--- config.mk ---
export PLATFORM = sky130hd
export DESIGN_NAME = pin_bus_responder
export DESIGN_NICKNAME = d
export VERILOG_FILES = /design/src/rtl/pin_bus_pkg.sv /design/src/rtl/pin_bus_responder_sync.sv /design/src/rtl/pin_bus_responder.sv
export SDC_FILE = /design/constraint.sdc
export NUM_CORES = 1
export LEC_CHECK = 0
export CORE_MARGIN = 4
export CORE_UTILIZATION = 25
export DETAILED_ROUTE_END_ITERATION = 6
export GPL_TIMING_DRIVEN = 0
export SLEW_MARGIN = 30
export SYNTH_ARGS = -nofsm -noshare
export SYNTH_HDL_FRONTEND = slang
export SYNTH_HIERARCHICAL = 1
export SYNTH_SLANG_ARGS = --single-unit
--- constraint.sdc ---
create_clock -name clk -period 3.4 [get_ports clk]
set_clock_uncertainty 0.05 [all_clocks]
set_input_delay 0.68 -clock clk [delete_from_list [all_inputs] [get_ports clk]]
set_output_delay 0.68 -clock clk [all_outputs]
set_load 0.02 [all_outputs]
--- src/rtl/pin_bus_pkg.sv ---
// pin_bus_pkg: shared state encoding and pin bit positions for the pin bus responder.
package pin_bus_pkg;
    typedef enum logic [1:0] {IDLE, EXEC, ACK} pb_state_t;
    localparam int STB_BIT  = 0;
    localparam int RW_BIT   = 1;
    localparam int ADDR_LSB = 2;
    localparam int ADDR_MSB = 5;
    localparam int ACK_BIT  = 0;
    localparam int BUSY_BIT = 1;
    localparam int ERR_BIT  = 2;
    localparam int CNT_LSB  = 4;
endpackage

--- src/rtl/pin_bus_responder_sync.sv ---
// pin_sync: STAGES-deep flop chain bringing asynchronous pins into the clk domain.
module pin_sync #(
    parameter int W      = 1,
    parameter int STAGES = 2
) (
    input  logic         clk,
    input  logic         rst,
    input  logic [W-1:0] d,
    output logic [W-1:0] q
);
    logic [STAGES*W-1:0] sync_q, sync_d;
    always_comb sync_d = {sync_q[(STAGES-1)*W-1:0], d};
    always_ff @(posedge clk) sync_q <= rst ? '0 : sync_d;
    assign q = sync_q[STAGES*W-1 -: W];
endmodule

--- src/rtl/pin_bus_responder.sv ---
// pin_bus_responder: 4-phase strobe/ack register-file responder on the pin interface.
module pin_bus_responder
    import pin_bus_pkg::*;
#(
    parameter int NUM_REGS    = 16,
    parameter int SYNC_STAGES = 2
) (
    input  logic       clk,
    input  logic       rst,
    input  logic       ena,
    input  logic [7:0] ui_in,
    input  logic [7:0] uio_in,
    output logic [7:0] uo_out,
    output logic [7:0] uio_out,
    output logic [7:0] uio_oe
);
    logic stb_s;
    pin_sync #(.W(1), .STAGES(SYNC_STAGES)) u_sync (
        .clk(clk),
        .rst(rst),
        .d(ui_in[STB_BIT]),
        .q(stb_s)
    );
    pb_state_t state_q, state_d;
    logic armed_q, armed_d, rw_q, rw_d, err_q, err_d;
    logic [3:0] addr_q, addr_d, cnt_q, cnt_d;
    logic [7:0] wdata_q, wdata_d, rdata_q, rdata_d;
    // Sized to the full address space; slots at or above NUM_REGS are never written and stay 0.
    logic [7:0] regs_q [16];
    logic [7:0] regs_d [16];
    logic mapped;
    logic unused_pins;
    assign mapped      = int'(addr_q) < NUM_REGS;
    assign unused_pins = ^ui_in[7:6];
    always_comb begin
        state_d = state_q;
        armed_d = armed_q | ~stb_s;
        rw_d    = rw_q;
        addr_d  = addr_q;
        wdata_d = wdata_q;
        rdata_d = rdata_q;
        err_d   = err_q;
        cnt_d   = cnt_q;
        regs_d  = regs_q;
        if (!ena) state_d = IDLE;
        else case (state_q)
            IDLE: if (stb_s && armed_q) begin
                state_d = EXEC;
                armed_d = 1'b0;
                rw_d    = ui_in[RW_BIT];
                addr_d  = ui_in[ADDR_MSB:ADDR_LSB];
                wdata_d = uio_in;
            end
            EXEC: begin
                state_d = ACK;
                cnt_d   = cnt_q + 4'd1;
                err_d   = err_q | ~mapped;
                if (rw_q) rdata_d = mapped ? regs_q[addr_q] : 8'h00;
                else if (mapped) regs_d[addr_q] = wdata_q;
            end
            ACK:     state_d = stb_s ? ACK : IDLE;
            default: state_d = IDLE;
        endcase
    end
    always_ff @(posedge clk) begin
        if (rst) begin
            state_q <= IDLE;
            armed_q <= 1'b1;
            rw_q    <= 1'b0;
            addr_q  <= '0;
            wdata_q <= '0;
            rdata_q <= '0;
            err_q   <= 1'b0;
            cnt_q   <= '0;
            regs_q  <= '{default: '0};
        end else begin
            state_q <= state_d;
            armed_q <= armed_d;
            rw_q    <= rw_d;
            addr_q  <= addr_d;
            wdata_q <= wdata_d;
            rdata_q <= rdata_d;
            err_q   <= err_d;
            cnt_q   <= cnt_d;
            regs_q  <= regs_d;
        end
    end
    assign uo_out  = {cnt_q, 1'b0, err_q, state_q != IDLE, state_q == ACK};
    assign uio_out = rdata_q;
    assign uio_oe  = {8{state_q == ACK && rw_q}};
endmodule

======== Word level (Yosys, flattened, before mapping) ========
Index checks and enable logic that the tools add are counted.
Widths: inputs -> output; s select.
word-level totals
  output and inout bits ................... 24
  bits of input ports ..................... 19
  register bits after elaboration ......... 158
  word-level logic and storage cells ...... 57
cells by class
  reductions and logical operators ........ 10
  muxes and demuxes ....................... 12
  add/subtract/negate cells ............... 1
  $lt $le $gt $ge ......................... 2
  bitwise logic cells ..................... 5
  equal/unequal tests ..................... 3
operators with widths
  cell                 count
  $bwmux 128           1
  $bmux 8 s4           1
  $demux 8 s4          1
  $mux 8               3
  $reduce_and 3->1     3
  $pmux 2 s3           1
  $ge 5x5->1 const B   1
  $lt 5x1->1 const B   1
  $not 4->5            1
  $add 4x1->4 const B  1
  $mux 2               2
  $logic_and 1x1->1    3
  $mux 1               3
  $not 1->1            3
  $eq 2x1->1 const B   1
  $eq 2x2->1 const B   1
  $logic_not 2->1      1
  $ne 2x2->1 const B   1
  $reduce_and 2->1     1
  $reduce_bool 2->1    1
  $reduce_or 2->1      1
  $or 1x1->1           1

======== Depth between registers and ports, before layout ========
  depth in word-level cells ............... 6
  depth in mapped cells ................... 7
  depth with buffers taken out ............ 4

======== Modules after synthesis ========
The synthesis kept the hierarchy.
modules (own cells, without submodules)
  module             times used  cells each  seq. area each (sq um)  area an instance (sq um)
  pin_bus_responder  1           772         3,123.0                 7,577.3
  pin_sync           1           4           40.0                    52.6

======== Worst setup path before layout ========
No wires, ideal clock.
  kind .................................... register to output
  from .................................... reg state_q[1]
  to ...................................... out uio_oe[1]
  buffers on the path ..................... 2
  setup slack ............................. 1.104 ns
  arrival ................................. 1.566 ns
  required time ........................... 2.670 ns
  cell stages (with the launch flop) ...... 5
  path through ............................ dfxtp_1 -> clkbuf_1 -> nor2b_1 -> and2_1 -> buf_4
on the way
  word-level cells in the longest chain between the ends .. 2
ends and longest elaborated chain
  what                    RTL line                 source
  start, declared         pin_bus_responder.sv:24  pb_state_t state_q, state_d;
  start signal, assigned  pin_bus_responder.sv:77  state_q <= state_d;
  $eq 2x2->1              -
  net uo_out[0]           pin_bus_responder.sv:13  output logic [7:0] uo_out,
  $logic_and 1x1->1       pin_bus_responder.sv:90  assign uio_oe = {8{state_q == ACK && rw_q}};
  end, declared           pin_bus_responder.sv:15  output logic [7:0] uio_oe
The timed path passes the listed nets, and every way through them passes these cells.

======== Worst setup path in the final report ========
  from .................................... reg state_q[1]
  to ...................................... out uio_oe[3]
on the way
  word-level cells in the longest chain between the ends .. 2
ends and longest elaborated chain
  what               RTL line
  $eq 2x2->1         pin_bus_responder.sv:90
  $logic_and 1x1->1  pin_bus_responder.sv:90
No other way between the ends.

==> impl_metrics.env <==
export IMPL_tightestPinTransition_ns=0.892
export IMPL_grt_use_total=0.137
export IMPL_cts_hold_buf=0
export IMPL_antenna_found_initial=0
export IMPL_critPathKind="reg -> out"
export IMPL_via_per_inst=5.14
export IMPL_path_cells="clkbuf_1 -> nor2b_1 -> and2_1 -> buf_4 -> clkdlybuf4s50_1"
export IMPL_vias=6358
export IMPL_finalHoldViolations=0
export IMPL_period_needed_ns=3.12
export IMPL_grt_first_pass_wirelength_um=36400
export IMPL_rsz0062_at_grt="no"
export IMPL_synth_edf_count=0
export IMPL_cts_buffers=17
export IMPL_cts_tree="done"
export IMPL_min_from="u_sync/sync_q[0]$_SDFF_PP0_"
export IMPL_hold_class="reg -> reg"
export IMPL_wl_per_cell_um=18.6
export IMPL_max_freq_mhz=320
export IMPL_syn_to_final_growth_pct=19.2
export IMPL_vdd_ir_drop_max_mv=0.318
export IMPL_holdPathEnd="u_sync/sync_q[1]$_SDFF_PP0_"
export IMPL_required_ns=2.67
export IMPL_status="finished, final reports clean"
export IMPL_routabilityCongestion=0.843
export IMPL_coreArea_mm2=0.0299
export IMPL_clk_pin_slew_worst_paths_ns=0.06
export IMPL_port_buffers=38
export IMPL_first_global_vias=6309
export IMPL_r2r_slack_ns=1.16
export IMPL_io_pins=43
export IMPL_drcViolationCount=0
export IMPL_hold_path_depth=1
export IMPL_clock_latency_ns=0.43
export IMPL_dp_hpwl_um=16400
export IMPL_grt_max_degree=17
export IMPL_cts_buffer_depth=2
export IMPL_endpoint_kind="primary output"
export IMPL_cts_root_buf="clkbuf_16"
export IMPL_p_per_area_mw_per_mm2=435
export IMPL_critical_path_slowest_cell="clkdlybuf4s50_1"
export IMPL_post_dp_cell_area_mm2=0.00850
export IMPL_tns_ns=0
export IMPL_seq_area_frac_synth=0.415
export IMPL_fin_crit_sh=0.918
export IMPL_yosysWarnings=6
export IMPL_cts_max_level=4
export IMPL_final_antenna_net_count=0
export IMPL_reg2regPathDepth=5
export IMPL_synth_area_per_cell_um2=9.83
export IMPL_cts_repair_resize_count=0
export IMPL_postCtsSetupBuffers=0
export IMPL_synth_top_flop_cell="dfxtp_1"
export IMPL_startpoint_type="flip-flop"
export IMPL_synth_cells=776
export IMPL_arrival_ns=2.39
export IMPL_setup_viol=0
export IMPL_cts_sinks=158
export IMPL_synth_cell_types=45
export IMPL_layout_drive_gt1_share=0.139
export IMPL_r2r_end="uio_out[3]$_SDFFE_PP0P_"
export IMPL_final_area_mm2=0.00909
export IMPL_drv_slew=0
export IMPL_max_stage_delay_ns=0.60
export IMPL_die_w_um=183
export IMPL_antenna_cells=0
export IMPL_cp_max_fo=10
export IMPL_drtIter0Drc=700
export IMPL_max_cap_violations=0
export IMPL_totalWireLength_um=23100
export IMPL_grt_overflow_total=0
export IMPL_synth_area_mm2=0.00763
export IMPL_final_nets=854
export IMPL_leakage_nw=3.16
export IMPL_initial_core_util=0.255
export IMPL_ys_ff_latch=158
export IMPL_reg2reg_from="addr_q[1]$_SDFFE_PP0P_"
export IMPL_die_area_mm2=0.0334
export IMPL_drtPass1Iterations=5
export IMPL_die_y_um=183
export IMPL_slew_headroom=0.401
export IMPL_placementRows=63
export IMPL_async_flop_share=0
## critical path, delay by kind of cell (launching register included)
family,cells,cell delay [ns]
buffers and inverters,3,1.07
flip-flops,1,0.33
AND/OR/NAND/NOR,2,0.56
## power by group
| part | leakage [nW] | total [W] | internal [W] | switching [W] |
|---|---|---|---|---|
| registers | 1.27 | 0.00186 | 0.00186 | 0.00000277 |
| clock network | 0.279 | 0.00193 | 0.00112 | 0.000806 |
| logic | 1.61 | 0.000169 | 0.0000597 | 0.000109 |
## registers in the layout, summed over array words and instances, names as in the netlist
signal         cells
regs_q           128
addr_q             4
state_q            2
rw_q               1
cnt_q              4
uio_out            8
u_sync/sync_q      2
armed_q            1
wdata_q            8
## synthesized netlist by cell type (all sizes together) (2+ instances only)
| library cell | count | area, um2 |
|---|---|---|
| nor3b | 3 | 22.5 |
| mux2i | 76 | 761 |
| buf | 54 | 305 |
| a22oi | 5 | 37.5 |
| nand3b | 6 | 45.0 |
| mux4 | 23 | 518 |
| mux2 | 13 | 146 |
| a21oi | 80 | 400 |
| nor2 | 9 | 36.3 |
| nand3 | 14 | 70.1 |
| or4 | 3 | 22.5 |
| o21ai | 14 | 70.1 |
| nand2b | 75 | 469 |
| clkbuf | 58 | 218 |
| xor2 | 2 | 17.5 |
| or2 | 2 | 12.5 |
| nand2 | 5 | 18.8 |
| nand4b | 6 | 52.6 |
| nor2b | 8 | 50.1 |
| o31ai | 64 | 480 |
| dfxtp | 158 | 3160 |
| o221ai | 3 | 26.3 |
| nand4 | 64 | 400 |
| a311oi | 4 | 35.0 |
| a222oi | 4 | 40.0 |
| or3 | 3 | 18.8 |
| and2 | 4 | 25.0 |
| o31a | 4 | 35.0 |
## cells by family after synthesis
kind of cell               count (synthesis)  synth area share
and+or+nand+nor                          210             0.176
AOI/OAI and AO/OA                        180             0.150
DFF                                      158             0.415
muxes                                    112             0.187
buffers and inverters                    112            0.0685
xor gates and xnor gates                   2           0.00230
adders and majority gates                  1           0.00164
other                                      1          0.000491
## routing by layer
metal  vias up  share of wire  track usage
li1       2997              -            -
met1      3078           0.46        0.191
met2       258           0.45        0.211
met3        25          0.068       0.0315
met4         0          0.020       0.0453
met5         -              0            0
## layout by cell type (no fill, tap or decap), types with 9 or more instances in the layout
| cell type | Yosys | routed |
|---|---|---|
| a21oi_1 | 80 | 80 |
| buf_1 | 9 | 9 |
| buf_2 | 28 | 28 |
| buf_4 | 16 | 16 |
| clkbuf_1 | 58 | 59 |
| clkbuf_16 | 0 | 17 |
| clkdlybuf4s50_1 | 0 | 38 |
| dfxtp_1 | 158 | 158 |
| mux2_2 | 13 | 13 |
| mux2i_1 | 76 | 76 |
| mux4_2 | 23 | 23 |
| nand2b_1 | 75 | 75 |
| nand3_1 | 14 | 14 |
| nand4_1 | 64 | 64 |
| o21ai_0 | 14 | 14 |
| o31ai_1 | 64 | 64 |
## layout make-up
type                    instances  area, um2
plain buffers                 112        523
clock buffers                  20        457
clock inverters                12        135
fillers                      3089      20800
multi-input cells             507       3950
flip-flops and latches        158       3160
well taps                     390        488
repair buffers                 38        380
## worst max path at each step
stage	endpoint	start	slack, ns	depth (start not counted)
2_1_floorplan	uio_oe[1]	state_q[1]$_SDFFE_PP0P_	1.10	4
3_3_place_gp	addr_q[1]$_SDFFE_PP0P_	rst	0.26	6
3_5_place_dp	regs_q[66]$_SDFFE_PP0P_	rst	0.22	6
4_1_cts	uio_oe[1]	state_q[1]$_SDFFE_PP0P_	0.25	5
5_1_grt	uio_oe[3]	state_q[1]$_SDFFE_PP0P_	0.07	5
6_report	uio_oe[3]	state_q[1]$_SDFFE_PP0P_	0.28	5
## stage by stage
step | total power (W) | setup slack, ns | util | std cells | hold slack [ns]
2_1_floorplan | 0.00200 | 1.10 | - | 777 | 0.355
3_3_place_gp | 0.00207 | 0.265 | 0.285 | 1205 | 0.368
3_5_place_dp | 0.00207 | 0.222 | 0.285 | 1205 | 0.384
4_1_cts | 0.00397 | 0.252 | 0.304 | 1237 | 0.399
5_1_grt | 0.00406 | 0.0738 | 0.304 | 1237 | 0.414
6_report | 0.00396 | 0.279 | 0.304 | 1237 | 0.395
No activity file was read; power rests on OpenSTA's default activity.
